<file path="config.mk">
export PLATFORM = sky130hd
export DESIGN_NAME = program_image_loader
export DESIGN_NICKNAME = d
export VERILOG_FILES = /design/src/rtl/program_image_loader.sv
export SDC_FILE = /design/constraint.sdc
export NUM_CORES = 1
export LEC_CHECK = 0
export CAP_MARGIN = 25
export CORE_MARGIN = 5
export CORE_UTILIZATION = 47
export CTS_CLUSTER_DIAMETER = 30
export CTS_CLUSTER_SIZE = 12
export DETAILED_ROUTE_END_ITERATION = 8
export PLACE_DENSITY = 0.78
export SLEW_MARGIN = 20
export SYNTH_ARGS = -nofsm -noshare
export SYNTH_HDL_FRONTEND = slang
export SYNTH_SLANG_ARGS = --single-unit
</file>
<file path="constraint.sdc">
create_clock -name clk -period 4.55 [get_ports clk]
set_input_delay 0.91 -clock clk [delete_from_list [all_inputs] [get_ports clk]]
set_output_delay 0.91 -clock clk [all_outputs]
set_load 0.02 [all_outputs]
</file>
<file path="src/rtl/program_image_loader.sv">
// program_image_loader
//
// Boot-time loader between the image byte stream and the DRAM model. Bytes of the code
// segment, then the data segment, are packed little-endian into 64-bit words and written
// at CODE_BASE / DATA_BASE. When the data segment's last word is written, core_start is
// raised to release the fetch stage.
//
// Ports:
//   clk, reset              clock, asynchronous active-high reset
//   load_start              one-cycle pulse, honoured in IDLE only
//   in_valid/in_ready       byte stream handshake
//   in_data, in_last        stream byte, last byte of the current segment
//   mem_wr_valid/ready      word write handshake
//   mem_wr_addr             8-aligned byte address of the word
//   mem_wr_data             packed word, unfilled bytes zero
//   mem_wr_byte_en          one enable bit per byte lane
//   core_start              level, high once the load has completed
//   busy                    high while loading or writing
//   error                   sticky segment-overflow flag
//   code_bytes, data_bytes  bytes accepted per segment
module program_image_loader #(
  parameter logic [20:0] CODE_BASE     = 21'h000000,
  parameter logic [20:0] DATA_BASE     = 21'h100000,
  parameter int unsigned SEGMENT_BYTES = 65536
) (
  input  logic        clk,
  input  logic        reset,
  input  logic        load_start,
  input  logic        in_valid,
  output logic        in_ready,
  input  logic [7:0]  in_data,
  input  logic        in_last,
  output logic        mem_wr_valid,
  input  logic        mem_wr_ready,
  output logic [20:0] mem_wr_addr,
  output logic [63:0] mem_wr_data,
  output logic [7:0]  mem_wr_byte_en,
  output logic        core_start,
  output logic        busy,
  output logic        error,
  output logic [20:0] code_bytes,
  output logic [20:0] data_bytes
);

  typedef enum logic [2:0] {
    StIdle,
    StLoadCode,
    StLoadData,
    StWrite,
    StDone,
    StError
  } state_e;

  localparam logic [20:0] SegLimit = 21'(SEGMENT_BYTES);

  state_e      state_q, state_d;
  logic [63:0] buf_q, buf_d;
  logic [7:0]  be_q, be_d;
  logic [2:0]  idx_q, idx_d;
  logic [17:0] word_idx_q, word_idx_d;
  logic [20:0] code_cnt_q, code_cnt_d;
  logic [20:0] data_cnt_q, data_cnt_d;
  logic        seg_q, seg_d;    // 0: code segment, 1: data segment
  logic        last_q, last_d;  // in_last was seen on the word being written
  logic        error_q, error_d;

  logic [20:0] seg_cnt;
  logic [20:0] seg_base;

  assign seg_cnt  = seg_q ? data_cnt_q : code_cnt_q;
  assign seg_base = seg_q ? DATA_BASE : CODE_BASE;

  assign in_ready       = (state_q == StLoadCode) || (state_q == StLoadData);
  assign mem_wr_valid   = (state_q == StWrite);
  // Address/data/enables come straight from registers that only change on the handshake,
  // so the request holds stable under backpressure.
  assign mem_wr_addr    = mem_wr_valid ? (seg_base + {word_idx_q, 3'b000}) : '0;
  assign mem_wr_data    = mem_wr_valid ? buf_q : '0;
  assign mem_wr_byte_en = mem_wr_valid ? be_q : '0;
  assign core_start     = (state_q == StDone);
  assign busy           = in_ready || mem_wr_valid;
  assign error          = error_q;
  assign code_bytes     = code_cnt_q;
  assign data_bytes     = data_cnt_q;

  always_comb begin
    state_d    = state_q;
    buf_d      = buf_q;
    be_d       = be_q;
    idx_d      = idx_q;
    word_idx_d = word_idx_q;
    code_cnt_d = code_cnt_q;
    data_cnt_d = data_cnt_q;
    seg_d      = seg_q;
    last_d     = last_q;
    error_d    = error_q;

    case (state_q)
      StIdle: begin
        if (load_start) begin
          state_d    = StLoadCode;
          buf_d      = '0;
          be_d       = '0;
          idx_d      = '0;
          word_idx_d = '0;
          code_cnt_d = '0;
          data_cnt_d = '0;
          seg_d      = 1'b0;
          last_d     = 1'b0;
        end
      end

      StLoadCode, StLoadData: begin
        if (in_valid) begin
          if (seg_cnt == SegLimit) begin
            // Overflowing byte is dropped; the load is abandoned.
            error_d = 1'b1;
            state_d = StError;
          end else begin
            buf_d[{idx_q, 3'b000} +: 8] = in_data;
            be_d[idx_q]                 = 1'b1;
            idx_d                       = idx_q + 3'd1;
            last_d                      = in_last;
            if (seg_q) begin
              data_cnt_d = data_cnt_q + 21'd1;
            end else begin
              code_cnt_d = code_cnt_q + 21'd1;
            end
            if (idx_q == 3'd7 || in_last) begin
              state_d = StWrite;
            end
          end
        end
      end

      StWrite: begin
        if (mem_wr_ready) begin
          word_idx_d = word_idx_q + 18'd1;
          buf_d      = '0;
          be_d       = '0;
          idx_d      = '0;
          last_d     = 1'b0;
          if (!last_q) begin
            state_d = seg_q ? StLoadData : StLoadCode;
          end else if (!seg_q) begin
            state_d    = StLoadData;
            seg_d      = 1'b1;
            word_idx_d = '0;
          end else begin
            state_d = StDone;
          end
        end
      end

      StDone, StError: state_d = state_q;

      default: state_d = StIdle;
    endcase
  end

  always_ff @(posedge clk or posedge reset) begin
    if (reset) begin
      state_q    <= StIdle;
      buf_q      <= '0;
      be_q       <= '0;
      idx_q      <= '0;
      word_idx_q <= '0;
      code_cnt_q <= '0;
      data_cnt_q <= '0;
      seg_q      <= 1'b0;
      last_q     <= 1'b0;
      error_q    <= 1'b0;
    end else begin
      state_q    <= state_d;
      buf_q      <= buf_d;
      be_q       <= be_d;
      idx_q      <= idx_d;
      word_idx_q <= word_idx_d;
      code_cnt_q <= code_cnt_d;
      data_cnt_q <= data_cnt_d;
      seg_q      <= seg_d;
      last_q     <= last_d;
      error_q    <= error_d;
    end
  end

endmodule

</file>
==> qor.csv, run 1 <==
stage,metric,value,unit
floorplanning,dieArea,19400,sq um
setup_path,path_cells,buf_4 > nand2_1 > nor2_1 > clkdlybuf4s50_1,
synthesis,syn_avg_cell_area,9.20,sq um
pwr,p_per_area,511,nW/um^2
status,status,finished clean,
drt,drt_wl_total,22400,microns
cts,htree_levels,4,
synthesis,synth_top_area_share,45.0,%
floorplanning,die_w,139,microns
synthesis,yosysSeqAreaShare,45.0,%
cts,clockBufferDepth,2,
global_routing,grt-ovfl-total,0,
timing,rsz0062_at_grt,false,
pwr,leakagePower,4.42,nW
setup_path,max_stage_delay,0.75,ns
cts,clk_latency,0.44,ns
setup_path,cp_data_required_time,3.64,ns
timing,skew,0.0150,ns
cts,clock_sinks,141,
timing,hold_viol,0,
cts,cts_buffers,17,
placed_design,portBuffers,150,
finish,syn_to_final_growth,28.7,%
setup_path,cp.arrival,2.78,ns
timing,tightest_slew,0.907,ns
drt,drt_first_pass_iters,5,
placed_design,dp_hpwl,15200,microns
pwr,intPower,2.95,mW
placed_design,gp_congestion,0.909,
pwr,seqPwrFrac,32.8,%
synthesis,yosys_warnings,0,
worst_hold_path,hp-class,flop to flop,
drt,initialDrtViolationCount,560,
pwr,clockPowerShare,28.3,%
pwr,power_frac_comb,38.9,%
timing,final_max_slew_viol_count,0,
setup_path,startpoint_type,flop,
timing,setup_viol,0,
pwr,p_switching,2.21,mW
timing,fmax,0.271,GHz
cts,clkSlewWorstSetupHoldPaths,0.06,ns
timing,setup_ws,0.862,ns
finish,diodes,0,
timing,period_minus_slack,3.69,ns
setup_path,path_buf_inv,2,
finish,final_layout_size_suffix_gt1_share,7.19,%
finish,fillers,1402,
floorplanning,start_util,47.6,%
timing,max_slew_margin,39.1,%
finish,layout.nets,999,
synthesis,synth_most_common_cell,dfrtp_1,
cts,cts_resized,0,
synthesis,syn-instance-count,852,
pwr,power_switching_share,42.8,%
global_routing,grt_pass1_wl,36900,microns
drt,drcViolationCount,0,
cts,cts_tree,done,
setup_path,crit_type,flop to output pin,
synthesis,ys_ff_latch,141,
synthesis,ys.flop_type,dfrtp_1,
drt,wl_per_cell,18.6,microns
setup_path,crit_path_end_kind,output pin,
setup_path,cpLargestDelayFamily,buffers and inverters,
global_routing,grt_pass1_vias,7133,
setup_path,crit_slowest_cell,dfrtp_2,
global_routing,grt_use_total,23.1,%
synthesis,synth_top_cell_by_area,dfrtp_1,
drt,vias_per_cell,6.01,
floorplanning,die_h,139,microns
drt,drtAntennaViolNets,0,
floorplanning,ios,154,
synthesis,syn_area,7840,sq um
pwr,ir_drop,0.000332,V
synthesis,synth_edf_count,0,
global_routing,grt_max_degree,88,
setup_path,worstPathMaxFanout,57,
synthesis,async_flop_share,100,%
timing,tns,0,ns
timing,timing.hold.ws,0.478,ns
drt,num_vias,7250,
placed_design,pre_cts_slack,1.18,ns
synthesis,synth_area_leaders,"dfrtp_1 45%, and3_1 8.1%, nand2_1 5.7%",
timing,fin_crit_sh,81.1,%
cts,post-cts-setup-buffer-count,0,
cts,cts_hold_buf,0,
floorplanning,rows,47,
cts,cts-root-buf,clkbuf_16,
synthesis,synthTopCellsByCount,"141 x dfrtp_1, 119 x nand2_1, 102 x and3_1",
floorplanning,core,16500,sq um
synthesis,yosysUniqueCellTypes,62,
global_routing,antenna_found_initial,0,
run,maxCapViolations,0,
-- stage by stage --
stage	utilization [%]	instances	power, mW	instance area, sq um
3_3_place_gp	57.4	1174	3.64	9450
5_1_grt	61.3	1207	5.45	10100
4_1_cts	61.1	1206	5.15	10100
2_1_floorplan	-	854	3.01	7850
3_5_place_dp	57.4	1174	3.69	9450
6_report	61.3	1207	5.16	10100
-- worst paths after layout --
check | startpoint | end | slack (ns) | cells after the start
min in group asynchronous | reset | be_q[4] | 0.88 | 3
hold / removal | error | error | 0.48 | 1
hold reg to reg | error | error | 0.48 | 1
max in group asynchronous | reset | buf_q[34] | 2.85 | 3
setup / recovery | state_q[0] | mem_wr_addr[20] | 0.86 | 4
setup reg to reg | state_q[0] | buf_q[3] | 1.40 | 6
-- layout by cell type (no fill, tap or decap), types with 4 or more instances in the layout --
| master | netlist | routed |
|---|---|---|
| nand3_1 | 34 | 34 |
| mux2i_1 | 43 | 43 |
| dfrtp_1 | 141 | 140 |
| clkdlybuf4s50_1 | 0 | 150 |
| a41oi_1 | 5 | 5 |
| o211ai_1 | 10 | 10 |
| a22o_1 | 17 | 17 |
| xnor2_1 | 8 | 8 |
| clkbuf_16 | 0 | 17 |
| or3_1 | 8 | 8 |
| o22ai_1 | 6 | 6 |
| ha_1 | 11 | 11 |
| nand4_1 | 11 | 11 |
| a32o_1 | 8 | 8 |
| and3_1 | 102 | 102 |
| nor2_1 | 47 | 47 |
| inv_1 | 18 | 17 |
| inv_6 | 0 | 7 |
| a21o_1 | 7 | 7 |
| or4_1 | 7 | 7 |
| nor3_1 | 12 | 12 |
| buf_4 | 5 | 13 |
| o21a_1 | 5 | 5 |
| nor4_1 | 14 | 14 |
| and4_1 | 6 | 6 |
| o311ai_0 | 7 | 7 |
| inv_8 | 0 | 5 |
| o21ai_0 | 37 | 37 |
| a21oi_1 | 19 | 19 |
| nor2b_1 | 5 | 4 |
| a31oi_1 | 29 | 29 |
| nand2_1 | 119 | 119 |
-- kinds of logic after synthesis --
group | after synthesis | synth area share [%]
and+or+nand+nor | 387 | 26.4
AOI/OAI and AO/OA | 173 | 15.4
DFF | 141 | 45.0
muxes | 44 | 5.63
xor gates and xnor gates | 10 | 1.12
buffers and inverters | 85 | 4.64
other | 1 | 0.0478
adders and majority gates | 11 | 1.76
-- worst reg2reg max path, cell delays in order (launching register included) --
cell       delay (ns)
dfrtp_2          0.75
buf_4            0.49
or3_1            0.19
o2111ai_1        0.17
or3_1            0.54
nor4_4           0.69
mux2i_1          0.25
-- state kept, by name (all words and copies together), names as in the netlist --
name,count
buf_q,64
code_bytes,21
data_bytes,21
word_idx_q,18
be_q,8
idx_q,3
state_q,3
error,1
last_q,1
seg_q,1
-- cell type report --
cell class | instances | area [sq um] | share of cell area [%]
Multi-Input combinational cell | 628 | 3960 | 39.3
Sequential cell | 141 | 3530 | 35.0
Timing Repair Buffer | 164 | 1630 | 16.1
Clock buffer | 17 | 425 | 4.22
Tap cell | 220 | 275 | 2.73
Clock inverter | 15 | 185 | 1.83
Inverter | 22 | 86.3 | 0.855
-- power groups by stage --
stage                     Combinational (mW)  Sequential, mW  Clock, mW
after floorplan                         1.37            1.64          0
after global routing                    2.20            1.73       1.52
final                                   2.01            1.69       1.46
after detailed placement                1.99            1.70          0
after global placement                  1.94            1.70          0
after CTS                               2.00            1.68       1.47
-- routing by layer --
| layer | vias to the layer above | GRT usage [%] | share of wire, % |
|---|---|---|---|
| li1 | 3397 | - | - |
| met5 | - | 0 | 0 |
| met4 | 0 | 8.08 | 2.1 |
| met2 | 296 | 36.9 | 48 |
| met1 | 3521 | 30.9 | 43 |
| met3 | 36 | 5.76 | 6.9 |
No activity file was read; power rests on OpenSTA's default activity.
==> run 2, diff against run 1 <==
--- a/config.mk
+++ b/config.mk
@@ -7,11 +7,11 @@
 export LEC_CHECK = 0
 export CAP_MARGIN = 25
 export CORE_MARGIN = 5
-export CORE_UTILIZATION = 47
+export CORE_UTILIZATION = 50
 export CTS_CLUSTER_DIAMETER = 30
 export CTS_CLUSTER_SIZE = 12
 export DETAILED_ROUTE_END_ITERATION = 8
-export PLACE_DENSITY = 0.78
+export PLACE_DENSITY = 0.79
 export SLEW_MARGIN = 20
 export SYNTH_ARGS = -nofsm -noshare
 export SYNTH_HDL_FRONTEND = slang
==> constraint.sdc (replaced) <==
create_clock -name clk -period 3.6 [get_ports clk]
set_input_delay 0.72 -clock clk [delete_from_list [all_inputs] [get_ports clk]]
set_output_delay 0.72 -clock clk [all_outputs]
set_load 0.02 [all_outputs]
==> run 2 against run 1 <==
Net effect: via count is 1.9% higher; register-to-register slack got worse by 0.71 ns; clock skew shrank 0.0049 ns; global-route usage grew 2.3 points; combinational power up 33%; critical path type unchanged; critical endpoint is now mem_wr_data[18].
==> qor.csv, run 2 (synthesized netlist as in run 1, its figures left out) <==
stage,metric,value,unit
cts,cts_hold_buf,0,
drt,wl_met2,11000,microns
setup_path,cp_data_required_time,2.88,ns
drt,drcViolationCount,0,
cts,cts-root-buf,clkbuf_16,
cts,clkSlewWorstSetupHoldPaths,0.07,ns
timing,tns,0,ns
finish,syn_to_final_growth,28.8,%
pwr,p_per_area,644,nW/um^2
cts,cts_buffers,17,
setup_path,startpoint_type,flop,
timing,tightest_slew,0.769,ns
finish,layout.nets,1005,
setup_path,path_cells,nor2b_4 > buf_12 > and3_1 > clkdlybuf4s50_1,
setup_path,worstPathMaxFanout,66,
floorplanning,die_h,135,microns
placed_design,gp_congestion,0.875,
timing,fmax,0.307,GHz
floorplanning,ios,154,
cts,cts_tree,done,
setup_path,rr_endpoint,buf_q[15],
drt,initialDrtViolationCount,633,
run,maxCapViolations,0,
cts,post-cts-setup-buffer-count,0,
finish,largest_reg_flops,64,
worst_hold_path,holdPathStages,1,
drt,wl_met1,9700,microns
finish,most-common-layout-cells,"150 x clkdlybuf4s50_1, 140 x dfrtp_1, 119 x nand2_1, 102 x and3_1, 47 x nor2_1",
worst_hold_path,hp-class,flop to flop,
cts,clk_latency,0.43,ns
timing,fin_crit_sh,90.5,%
setup_path,crit_path_end_kind,output pin,
global_routing,grt_pass1_vias,7212,
drt,num_vias,7391,
drt,wl_per_cell,19.0,microns
cts,clockBufferDepth,2,
setup_path,reg2reg_depth,9,
pwr,leakagePower,4.43,nW
global_routing,grt_pass1_wl,37700,microns
finish,final_layout_size_suffix_gt1_share,7.75,%
timing,period_minus_slack,3.26,ns
drt,vias_per_cell,6.14,
setup_path,crit_start,state_q[1],
cts,clock_sinks,141,
drt,drt_wl_total,22800,microns
cts,cts_resized,0,
pwr,ir_drop,0.000714,V
setup_path,rrSetupSlack,0.69,ns
timing,final_max_slew_viol_count,0,
timing,skew,0.0101,ns
floorplanning,rows,45,
status,status,finished clean,
drt,wl_met3,1590,microns
worst_hold_path,min_from,be_q[5],
timing,rsz0062_at_grt,false,
timing,max_slew_margin,48.5,%
drt,routed.top_layer,met4,
finish,layout_commonest_cell,clkdlybuf4s50_1,
placed_design,dp_hpwl,15400,microns
timing,setup_viol,0,
finish,top_register,buf_q,
cts,htree_levels,4,
worst_hold_path,min_to,be_q[5],
setup_path,rr_startpoint,state_q[1],
floorplanning,start_util,51.2,%
global_routing,grt_max_degree,142,
drt,drt_first_pass_iters,5,
timing,hold_viol,0,
setup_path,cp.arrival,2.54,ns
drt,drtAntennaViolNets,0,
setup_path,crit_type,flop to output pin,
floorplanning,core,15300,sq um
global_routing,grt-ovfl-total,0,
global_routing,grt_use_total,25.4,%
floorplanning,die_w,135,microns
finish,final_util,66.0,%
finish,diodes,0,
global_routing,antenna_found_initial,0,
setup_path,max_stage_delay,0.62,ns
placed_design,portBuffers,150,
setup_path,crit_slowest_cell,dfrtp_1,
floorplanning,dieArea,18300,sq um
run 2: report_power, final:
part	internal (mW)	switching [mW]	leakage [nW]
registers	1.79	0.311	1.91
logic	0.943	1.73	2.24
clock network	1.00	0.738	0.274
run 2: layout make-up:
| type | instances | area, sq um |
|---|---|---|
| clock buffers | 19 | 453 |
| clock inverters | 13 | 130 |
| fillers | 1268 | 5210 |
| inverters | 22 | 86.3 |
| multi-input cells | 628 | 3960 |
| flip-flops and latches | 141 | 3530 |
| well taps | 211 | 264 |
| repair buffers | 170 | 1680 |
run 2: worst max-delay path: cells and delay by family, from the launching register on:
kind | cells | cell delay, ns
buffers and inverters | 2 | 0.87
flip-flops | 1 | 0.62
AND/OR/NAND/NOR | 2 | 0.57
run 2: metal layers:
metal,vias to the layer above,track usage [%]
li1,3405,-
met1,3615,34.8
met2,323,40.7
met3,48,4.49
met4,0,9.29
met5,-,0
run 2: worst max path at each step:
stage	to	slack [ns]	depth (start not counted)
after global routing	mem_wr_data[56]	0.24	4
after floorplan	be_q[0]	1.12	1
after detailed placement	buf_q[6]	0.54	6
after global placement	buf_q[0]	0.59	6
after CTS	mem_wr_data[31]	0.34	4
final	mem_wr_data[18]	0.34	4
run 2: metrics by stage:
step	area, sq um	hold WS [ns]	instances	power, mW	worst slack, ns
2_1_floorplan	7850	0.455	854	3.80	1.12
3_3_place_gp	9520	0.465	1172	4.70	0.586
3_5_place_dp	9520	0.477	1172	4.74	0.538
4_1_cts	10100	0.491	1204	6.50	0.337
5_1_grt	10100	0.507	1204	6.88	0.241
6_report	10100	0.488	1204	6.51	0.341
